===== src/rtl/tqvp_bus_pkg.sv =====
// ============================================================================
// tqvp_bus_pkg : shared encodings and helpers for the TinyQV peripheral bus
// Revision     : 1.0
// ============================================================================
`default_nettype none

package tqvp_bus_pkg;

    localparam logic [1:0] SZ_8     = 2'b00;
    localparam logic [1:0] SZ_16    = 2'b01;
    localparam logic [1:0] SZ_32    = 2'b10;
    localparam logic [1:0] SZ_NONE  = 2'b11;
    localparam logic [1:0] BUS_IDLE = 2'b11;

    typedef enum logic [1:0] {
        ST_IDLE  = 2'b00,
        ST_WRITE = 2'b01,
        ST_READ  = 2'b10,
        ST_RESP  = 2'b11
    } state_t;

    // Zero-extend a bus word to the width implied by an access size.
    function automatic logic [31:0] zext_size(input logic [31:0] d, input logic [1:0] sz);
        case (sz)
            SZ_8:    return {24'h0, d[7:0]};
            SZ_16:   return {16'h0, d[15:0]};
            default: return d;
        endcase
    endfunction

endpackage

`default_nettype wire


===== src/rtl/tqvp_bus_initiator.sv =====
// ============================================================================
// tqvp_bus_initiator : single-command initiator for the TinyQV peripheral bus
// Revision           : 1.0
// ============================================================================
`default_nettype none

module tqvp_bus_initiator
    import tqvp_bus_pkg::*;
#(
    parameter int unsigned TIMEOUT = 255,
    parameter int          TO_W    = 16
) (
    input  logic        clk,
    input  logic        reset,
    input  logic        cmd_valid,
    output logic        cmd_ready,
    input  logic        cmd_write,
    input  logic [1:0]  cmd_size,
    input  logic [5:0]  cmd_addr,
    input  logic [31:0] cmd_wdata,
    output logic        rsp_valid,
    input  logic        rsp_ready,
    output logic [31:0] rsp_rdata,
    output logic        rsp_err,
    output logic [5:0]  bus_address,
    output logic [31:0] bus_wdata,
    output logic [1:0]  bus_write_n,
    output logic [1:0]  bus_read_n,
    input  logic [31:0] bus_rdata,
    input  logic        bus_ready
);

    localparam logic [TO_W-1:0] c_TO_LAST = TO_W'(TIMEOUT - 1);

    state_t            r_state;
    state_t            w_state_nxt;
    logic [TO_W-1:0]   r_cnt;
    logic [TO_W-1:0]   w_cnt_nxt;
    logic [1:0]        r_size;
    logic [1:0]        w_size_nxt;
    logic              w_accept;
    logic              w_rsp_load;
    logic              w_rsp_err;
    logic [31:0]       w_rsp_data;

    logic              r_cmd_ready;
    logic              r_rsp_valid;
    logic [31:0]       r_rsp_rdata;
    logic              r_rsp_err;
    logic [5:0]        r_bus_address;
    logic [31:0]       r_bus_wdata;
    logic [1:0]        r_bus_write_n;
    logic [1:0]        r_bus_read_n;

    always_comb begin
        w_state_nxt = r_state;
        w_cnt_nxt   = r_cnt;
        w_accept    = 1'b0;
        w_rsp_load  = 1'b0;
        w_rsp_err   = 1'b0;
        w_rsp_data  = '0;
        case (r_state)
            ST_IDLE: begin
                if (cmd_valid && r_cmd_ready) begin
                    w_accept  = 1'b1;
                    w_cnt_nxt = '0;
                    if (cmd_size == SZ_NONE) begin
                        w_state_nxt = ST_RESP;
                        w_rsp_load  = 1'b1;
                        w_rsp_err   = 1'b1;
                    end else if (cmd_write) begin
                        w_state_nxt = ST_WRITE;
                    end else begin
                        w_state_nxt = ST_READ;
                    end
                end
            end
            ST_WRITE: begin
                w_state_nxt = ST_RESP;
                w_rsp_load  = 1'b1;
            end
            ST_READ: begin
                // Data arriving on the last permitted cycle wins over the timeout.
                if (bus_ready) begin
                    w_state_nxt = ST_RESP;
                    w_rsp_load  = 1'b1;
                    w_rsp_data  = zext_size(bus_rdata, r_size);
                end else if (r_cnt == c_TO_LAST) begin
                    w_state_nxt = ST_RESP;
                    w_rsp_load  = 1'b1;
                    w_rsp_err   = 1'b1;
                end else begin
                    w_cnt_nxt = r_cnt + TO_W'(1);
                end
            end
            ST_RESP: begin
                if (rsp_ready) begin
                    w_state_nxt = ST_IDLE;
                end
            end
            default: w_state_nxt = ST_IDLE;
        endcase
    end

    assign w_size_nxt = w_accept ? cmd_size : r_size;

    always_ff @(posedge clk) begin
        if (reset) begin
            r_state       <= ST_IDLE;
            r_cnt         <= '0;
            r_size        <= SZ_8;
            r_cmd_ready   <= 1'b0;
            r_rsp_valid   <= 1'b0;
            r_rsp_rdata   <= '0;
            r_rsp_err     <= 1'b0;
            r_bus_address <= '0;
            r_bus_wdata   <= '0;
            r_bus_write_n <= BUS_IDLE;
            r_bus_read_n  <= BUS_IDLE;
        end else begin
            r_state       <= w_state_nxt;
            r_cnt         <= w_cnt_nxt;
            r_size        <= w_size_nxt;
            r_cmd_ready   <= (w_state_nxt == ST_IDLE);
            r_rsp_valid   <= (w_state_nxt == ST_RESP);
            r_bus_write_n <= (w_state_nxt == ST_WRITE) ? w_size_nxt : BUS_IDLE;
            r_bus_read_n  <= (w_state_nxt == ST_READ)  ? w_size_nxt : BUS_IDLE;
            if (w_accept) begin
                r_bus_address <= cmd_addr;
                r_bus_wdata   <= cmd_wdata;
            end
            if (w_rsp_load) begin
                r_rsp_rdata <= w_rsp_data;
                r_rsp_err   <= w_rsp_err;
            end
        end
    end

    assign cmd_ready   = r_cmd_ready;
    assign rsp_valid   = r_rsp_valid;
    assign rsp_rdata   = r_rsp_rdata;
    assign rsp_err     = r_rsp_err;
    assign bus_address = r_bus_address;
    assign bus_wdata   = r_bus_wdata;
    assign bus_write_n = r_bus_write_n;
    assign bus_read_n  = r_bus_read_n;

endmodule

`default_nettype wire


===== config.mk =====
export PLATFORM = sky130hd
export DESIGN_NAME = tqvp_bus_initiator
export DESIGN_NICKNAME = d
export VERILOG_FILES = /design/src/rtl/tqvp_bus_pkg.sv /design/src/rtl/tqvp_bus_initiator.sv
export SDC_FILE = /design/constraint.sdc
export NUM_CORES = 1
export LEC_CHECK = 0
export ABC_AREA = 0
export CAP_MARGIN = 20
export CORE_AREA = 2 2 96 98
export CTS_BUF_LIST = sky130_fd_sc_hd__clkbuf_4 sky130_fd_sc_hd__clkbuf_8
export DETAILED_ROUTE_END_ITERATION = 8
export DIE_AREA = 0 0 98 100
export PLACE_DENSITY_LB_ADDON = 0.1
export SLEW_MARGIN = 20
export SYNTH_ARGS = -nofsm -noshare
export SYNTH_HDL_FRONTEND = slang
export SYNTH_SLANG_ARGS = --single-unit

===== constraint.sdc =====
create_clock -name clk -period 4.3 [get_ports clk]
set_input_delay 0.86 -clock clk [delete_from_list [all_inputs] [get_ports clk]]
set_output_delay 0.86 -clock clk [all_outputs]
set_load 0.1 [all_outputs]

### Word level (Yosys, flattened, before mapping)

Index checks and enable logic that the tools add are counted.

| storage, ports and cells | value |
|---|---|
| register bits | 97 |
| bits of input ports | 78 |
| output and inout port bits | 77 |
| word-level logic and storage cells | 58 |

| operators by class | value |
|---|---|
| add/subtract/negate cells | 1 |
| equal/unequal tests | 12 |
| muxes and demuxes | 24 |
| bitwise gates (word level) | 2 |
| reduce and logical (&&, ||, !) cells | 8 |

Operators with widths:

| cell | number |
|---|---|
| 2-to-1 mux 32 bit | 2 |
| case mux 32 bit (2 select lines) | 1 |
| 2-to-1 mux 16 bit | 3 |
| case mux 16 bit (2 select lines) | 1 |
| adder 16 x 1 -> 16 bit (second input constant) | 1 |
| == test 16 x 8 -> 1 bit (second input constant) | 1 |
| 2-to-1 mux 2 bit | 7 |
| == test 2 bit (second input constant) | 5 |
| case mux 2 bit (4 select lines) | 1 |
| 2-to-1 mux 1 bit | 7 |
| == test 2 x 1 -> 1 bit (second input constant) | 3 |
| logical NOT 2 bit | 3 |
| inequality test 2 bit (second input constant) | 3 |
| AND reduction 4 bit | 1 |
| OR reduction 2 bit | 2 |
| case mux 1 bit (3 select lines) | 1 |
| inverter 1 bit | 2 |
| case mux 1 bit (2 select lines) | 1 |
| nonzero test 2 bit | 1 |
| logical AND 1 bit | 1 |

### Depth between registers and ports, before layout

| logic depth | value |
|---|---|
| word-level depth | 7 |
| depth in mapped cells | 7 |
| mapped depth without buffers | 6 |

### Worst setup path before layout

No wires, ideal clock.

| timing path | value |
|---|---|
| path kind | register -> register |
| from | register r_cmd_ready, in the netlist cmd_ready |
| to | register r_cnt[12] |
| setup time | 0.071 ns |
| arrival | 2.144 ns |
| required time | 4.229 ns |
| setup slack | 2.084 ns |
| cell stages (with the launch flop) | 5 |
| buffers on the path | 0 |
| period minus slack after synthesis | 2.216 ns |
| cell sequence | dfxtp_1 > and4bb_2 > o21ai_2 > or4_1 > a21oi_1 |

| between the ends | value |
|---|---|
| word-level cells in the longest chain between the ends | 3 |

RTL lines:

| what | line | text |
|---|---|---|
| start: declaration | tqvp_bus_initiator.sv:46 | `logic r_cmd_ready;` |
| start signal: assignment | tqvp_bus_initiator.sv:124 | `r_cmd_ready <= (w_state_nxt == ST_IDLE);` |
| logical AND 1 bit | tqvp_bus_initiator.sv:64 | `if (cmd_valid && r_cmd_ready) begin` |
| inequality test 2 bit (no source line) | - |  |
| AND reduction 4 bit (no source line) | - |  |
| end signal: assignment | tqvp_bus_initiator.sv:122 | `r_cnt <= w_cnt_nxt;` |
| end: declaration | tqvp_bus_initiator.sv:37 | `logic [TO_W-1:0] r_cnt;` |

No other way between the ends.
A chain may end at the register's enable or synchronous reset.

### Worst setup path after layout

| timing path | value |
|---|---|
| from | register r_cmd_ready, in the netlist cmd_ready |
| to | output port cmd_ready |

RTL lines:

| what | line | text |
|---|---|---|
| end: declaration | tqvp_bus_initiator.sv:16 | `output logic cmd_ready,` |

No word-level cell between the ends.

==> key figures <==
Worst setup path
  – R2R setup slack: 2270 ps
  – Worst path cell trace: clkdlybuf4s50_1
  – Slowest cell on crit path: clkdlybuf4s50_1
  – Worst flop-to-flop path startpoint: r_state[0]$_SDFF_PP0_
  – CP Launch Point: cmd_ready$_SDFF_PP0_
  – Delay-heaviest family, CP: buffers and inverters
  – Reg2Reg Depth: 5
  – Critical path launch point type: flop
  – Critical Path Sink: cmd_ready
  – Max incr delay on CP: 1170 ps
  – Critical path buffers and inverters: 1
  – Max FO, Critical Path: 5
  – CP Capture Type: primary output
  – Arrival @ worst endpoint: 1960 ps
  – Worst Path Required: 3440 ps
  – RR Endpoint: cmd_ready$_SDFF_PP0_
  – Total stage count of the critical path: 1
  – Crit Path Category: flop to primary output

Logic synthesis
  – Synthesis-stage register bit count: 97
  – Seq/Total Area, Yosys: 0.533
  – Ys async rst share: 0
  – Net Count, Synth: 469
  – Synth top area cells: dfxtp_1 (53%), nand2_1 (9.5%), a22o_1 (7.9%)
  – Share of the synthesized area in the top cell type: 0.533
  – Synth Flop Type: dfxtp_1
  – Post-synthesis area per instance: 9.37 µm²
  – Cell accounting for the most synthesized area: dfxtp_1
  – Cells after Synth: 389
  – Number of enable flip-flop cells after synthesis: 0
  – Synth warnings: 0
  – Mapped Area: 3640 µm²
  – Synth unique cells: 48

Route
  – Routed length on met3: 734 µm
  – Final ANT Viol Nets: 0
  – DRC errors left: 0
  – Drt wl/cell: 14.8 µm
  – Post-Route M1 WL: 4070 µm
  – Drt first pass iters: 4
  – Via count: 3338
  – Via/cell ratio: 5.14
  – Met2 wire length: 4610 µm
  – Iter 0 DRT Violations: 156
  – Max Used Layer: met4
  – Final WL: 9590 µm

Floorplanning
  – Die Wd: 98 µm
  – Die area: 9800 µm²
  – Initial Utilization: 0.410
  – Row cnt: 35
  – Die Y: 100 µm
  – Core area: 8890 µm²
  – # IOs: 155

Timing
  – Tcrit/Tclk final: 0.655
  – Actual transition at the worst max-transition pin: 1010 ps
  – Post-layout min period: 2820 ps
  – Relative slew slack: 0.323
  – Final WS setup: 1480 ps
  – Setup violations, final: 0
  – Max Clock Freq: 355 MHz
  – RSZ-0062 raised after global routing: no
  – Final hold vios: 0
  – Max Clock Skew: 12.9 ps
  – Setup_tns: 0 ps
  – Slew Limit Fails: 0

Place
  – Port Buf Inserts: 154
  – Post-DP Area: 5220 µm²
  – GP Congestion: 0.810
  – Hpwl dp: 6880 µm
  – Post-Place Worst Slack: 1380 ps

Clock tree
  – H-tree Lvls: 3
  – Clock Root Buffer: clkbuf_8
  – Clock Latency Late Sink: 360 ps
  – Clock slew at reported path FFs: 90 ps
  – Post-cts sizing count: 0
  – Hold-fix buffers, CTS: 0
  – Total CTS buffers: 9
  – Longest Clk Path Bufs: 2
  – CTS tree: done
  – Clock sink count: 97
  – Post-CTS Setup Inserts: 0

GRT
  – Vias in the first global route: 3280
  – GRT Util Overall: 0.195
  – First-pass GRT wire length: 15600 µm
  – Largest net degree at the start of global routing: 41
  – Initial antenna violation count: 0
  – Remaining global-route overflow: 0

Power
  – Pwr Density: 488 nW/µm²
  – Static Leak: 1.90 nW
  – VDD IR-drop max: 0.000186 V

Min path
  – Hold crit path type: flop to flop

Cells and area
  – Share of cells above drive strength 1: 0.0558
  – Number of antenna diodes: 0
  – Layout area overhead: 48.5%
  – Leading cell types in the layout, fill and taps excluded: clkdlybuf4s50_1 (153), dfxtp_1 (97), nand2_1 (92), a21oi_1 (46), a22o_1 (33)
  – Most common cell after layout, fill and taps aside: clkdlybuf4s50_1
  – Post-Layout Inst Area: 5410 µm²
  – Final Net Count: 613

Run
  – Max-cap violations: 0

Run status
  – Run status: finished, final reports clean
==> sequential cells by signal, indices dropped and copies added, names as in the netlist <==
name,count
cmd_ready,1
bus_write_n,2
rsp_valid,1
rsp_rdata,32
rsp_err,1
r_size,2
r_cnt,16
bus_wdata,32
bus_address,6
bus_read_n,2
r_state,2
==> per-layer routing <==
layer,GRT usage,vias to the layer above
met2,0.330,97
met1,0.228,1567
met4,0.0748,0
li1,-,1661
met5,0,-
met3,0.0696,13
==> Yosys cell counts, types with 2 or more instances <==
master and number:
and2_1 4, mux2i_1 6, and3_1 3, buf_6 4, nand4_1 2, nand3_1 11
a22o_1 33, a21oi_1 46, or4_1 7, ha_1 2, nor2_1 6, o21a_1 3
clkbuf_1 11, o211ai_1 7, o31ai_1 3, buf_2 9, dfxtp_1 97, a211oi_1 5
nor3_1 2, inv_1 7, nand2_1 92, or3_1 3
==> final cells by class <==
type	instances	area, µm²
Timing Repair Buffer	158	1570
Tap cell	111	139
Multi-Input combinational cell	260	1550
Inverter	7	26.3
Clock buffer	10	138
Sequential cell	97	1940
Clock inverter	6	50.0
Fill cell	793	3480
==> kinds of logic after synthesis <==
family	Yosys count	share of synthesized area
AO/OA/AOI/OAI	109	0.210
XOR/XNOR	1	0.00240
adder cells (fa/ha/maj)	2	0.00687
buffers and inverters	32	0.0453
flip-flops	97	0.533
multiplexers	6	0.0165
AND/OR/NAND/NOR	142	0.186
==> how the worst min path moves through the flow <==
stage	start	end	slack, ps	cells past startpoint
floorplan	r_cnt[7]$_SDFFE_PP0P_	r_cnt[7]$_SDFFE_PP0P_	440	1
global placement	bus_wdata[9]$_SDFFE_PP0P_	bus_wdata[9]$_SDFFE_PP0P_	440	2
detailed placement	bus_wdata[11]$_SDFFE_PP0P_	bus_wdata[11]$_SDFFE_PP0P_	450	2
CTS	bus_wdata[11]$_SDFFE_PP0P_	bus_wdata[11]$_SDFFE_PP0P_	460	2
global route	bus_wdata[21]$_SDFFE_PP0P_	bus_wdata[21]$_SDFFE_PP0P_	480	2
finish	bus_wdata[3]$_SDFFE_PP0P_	bus_wdata[3]$_SDFFE_PP0P_	460	2
==> where the power goes <==
part	switching (W)	internal, W
clock	0.000329	0.000233
sequential	0.0000611	0.000982
combinational	0.000753	0.000283
==> per-stage QoR <==
| step | cells | hold WS (ps) | util | total power (W) |
|---|---|---|---|---|
| finish | 649 | 457 | 0.608 | 0.00264 |
| global route | 649 | 479 | 0.608 | 0.00275 |
| CTS | 649 | 459 | 0.608 | 0.00266 |
| detailed placement | 633 | 445 | 0.587 | 0.00211 |
| global placement | 633 | 441 | 0.587 | 0.00210 |
| floorplan | 389 | 439 | - | 0.00185 |
==> tightest hold or removal path: stages, from the launching register on <==
cell	delay, ps
dfxtp_1	320
nand2_1	50
a21oi_1	50
(Power assumes the default switching activity.)
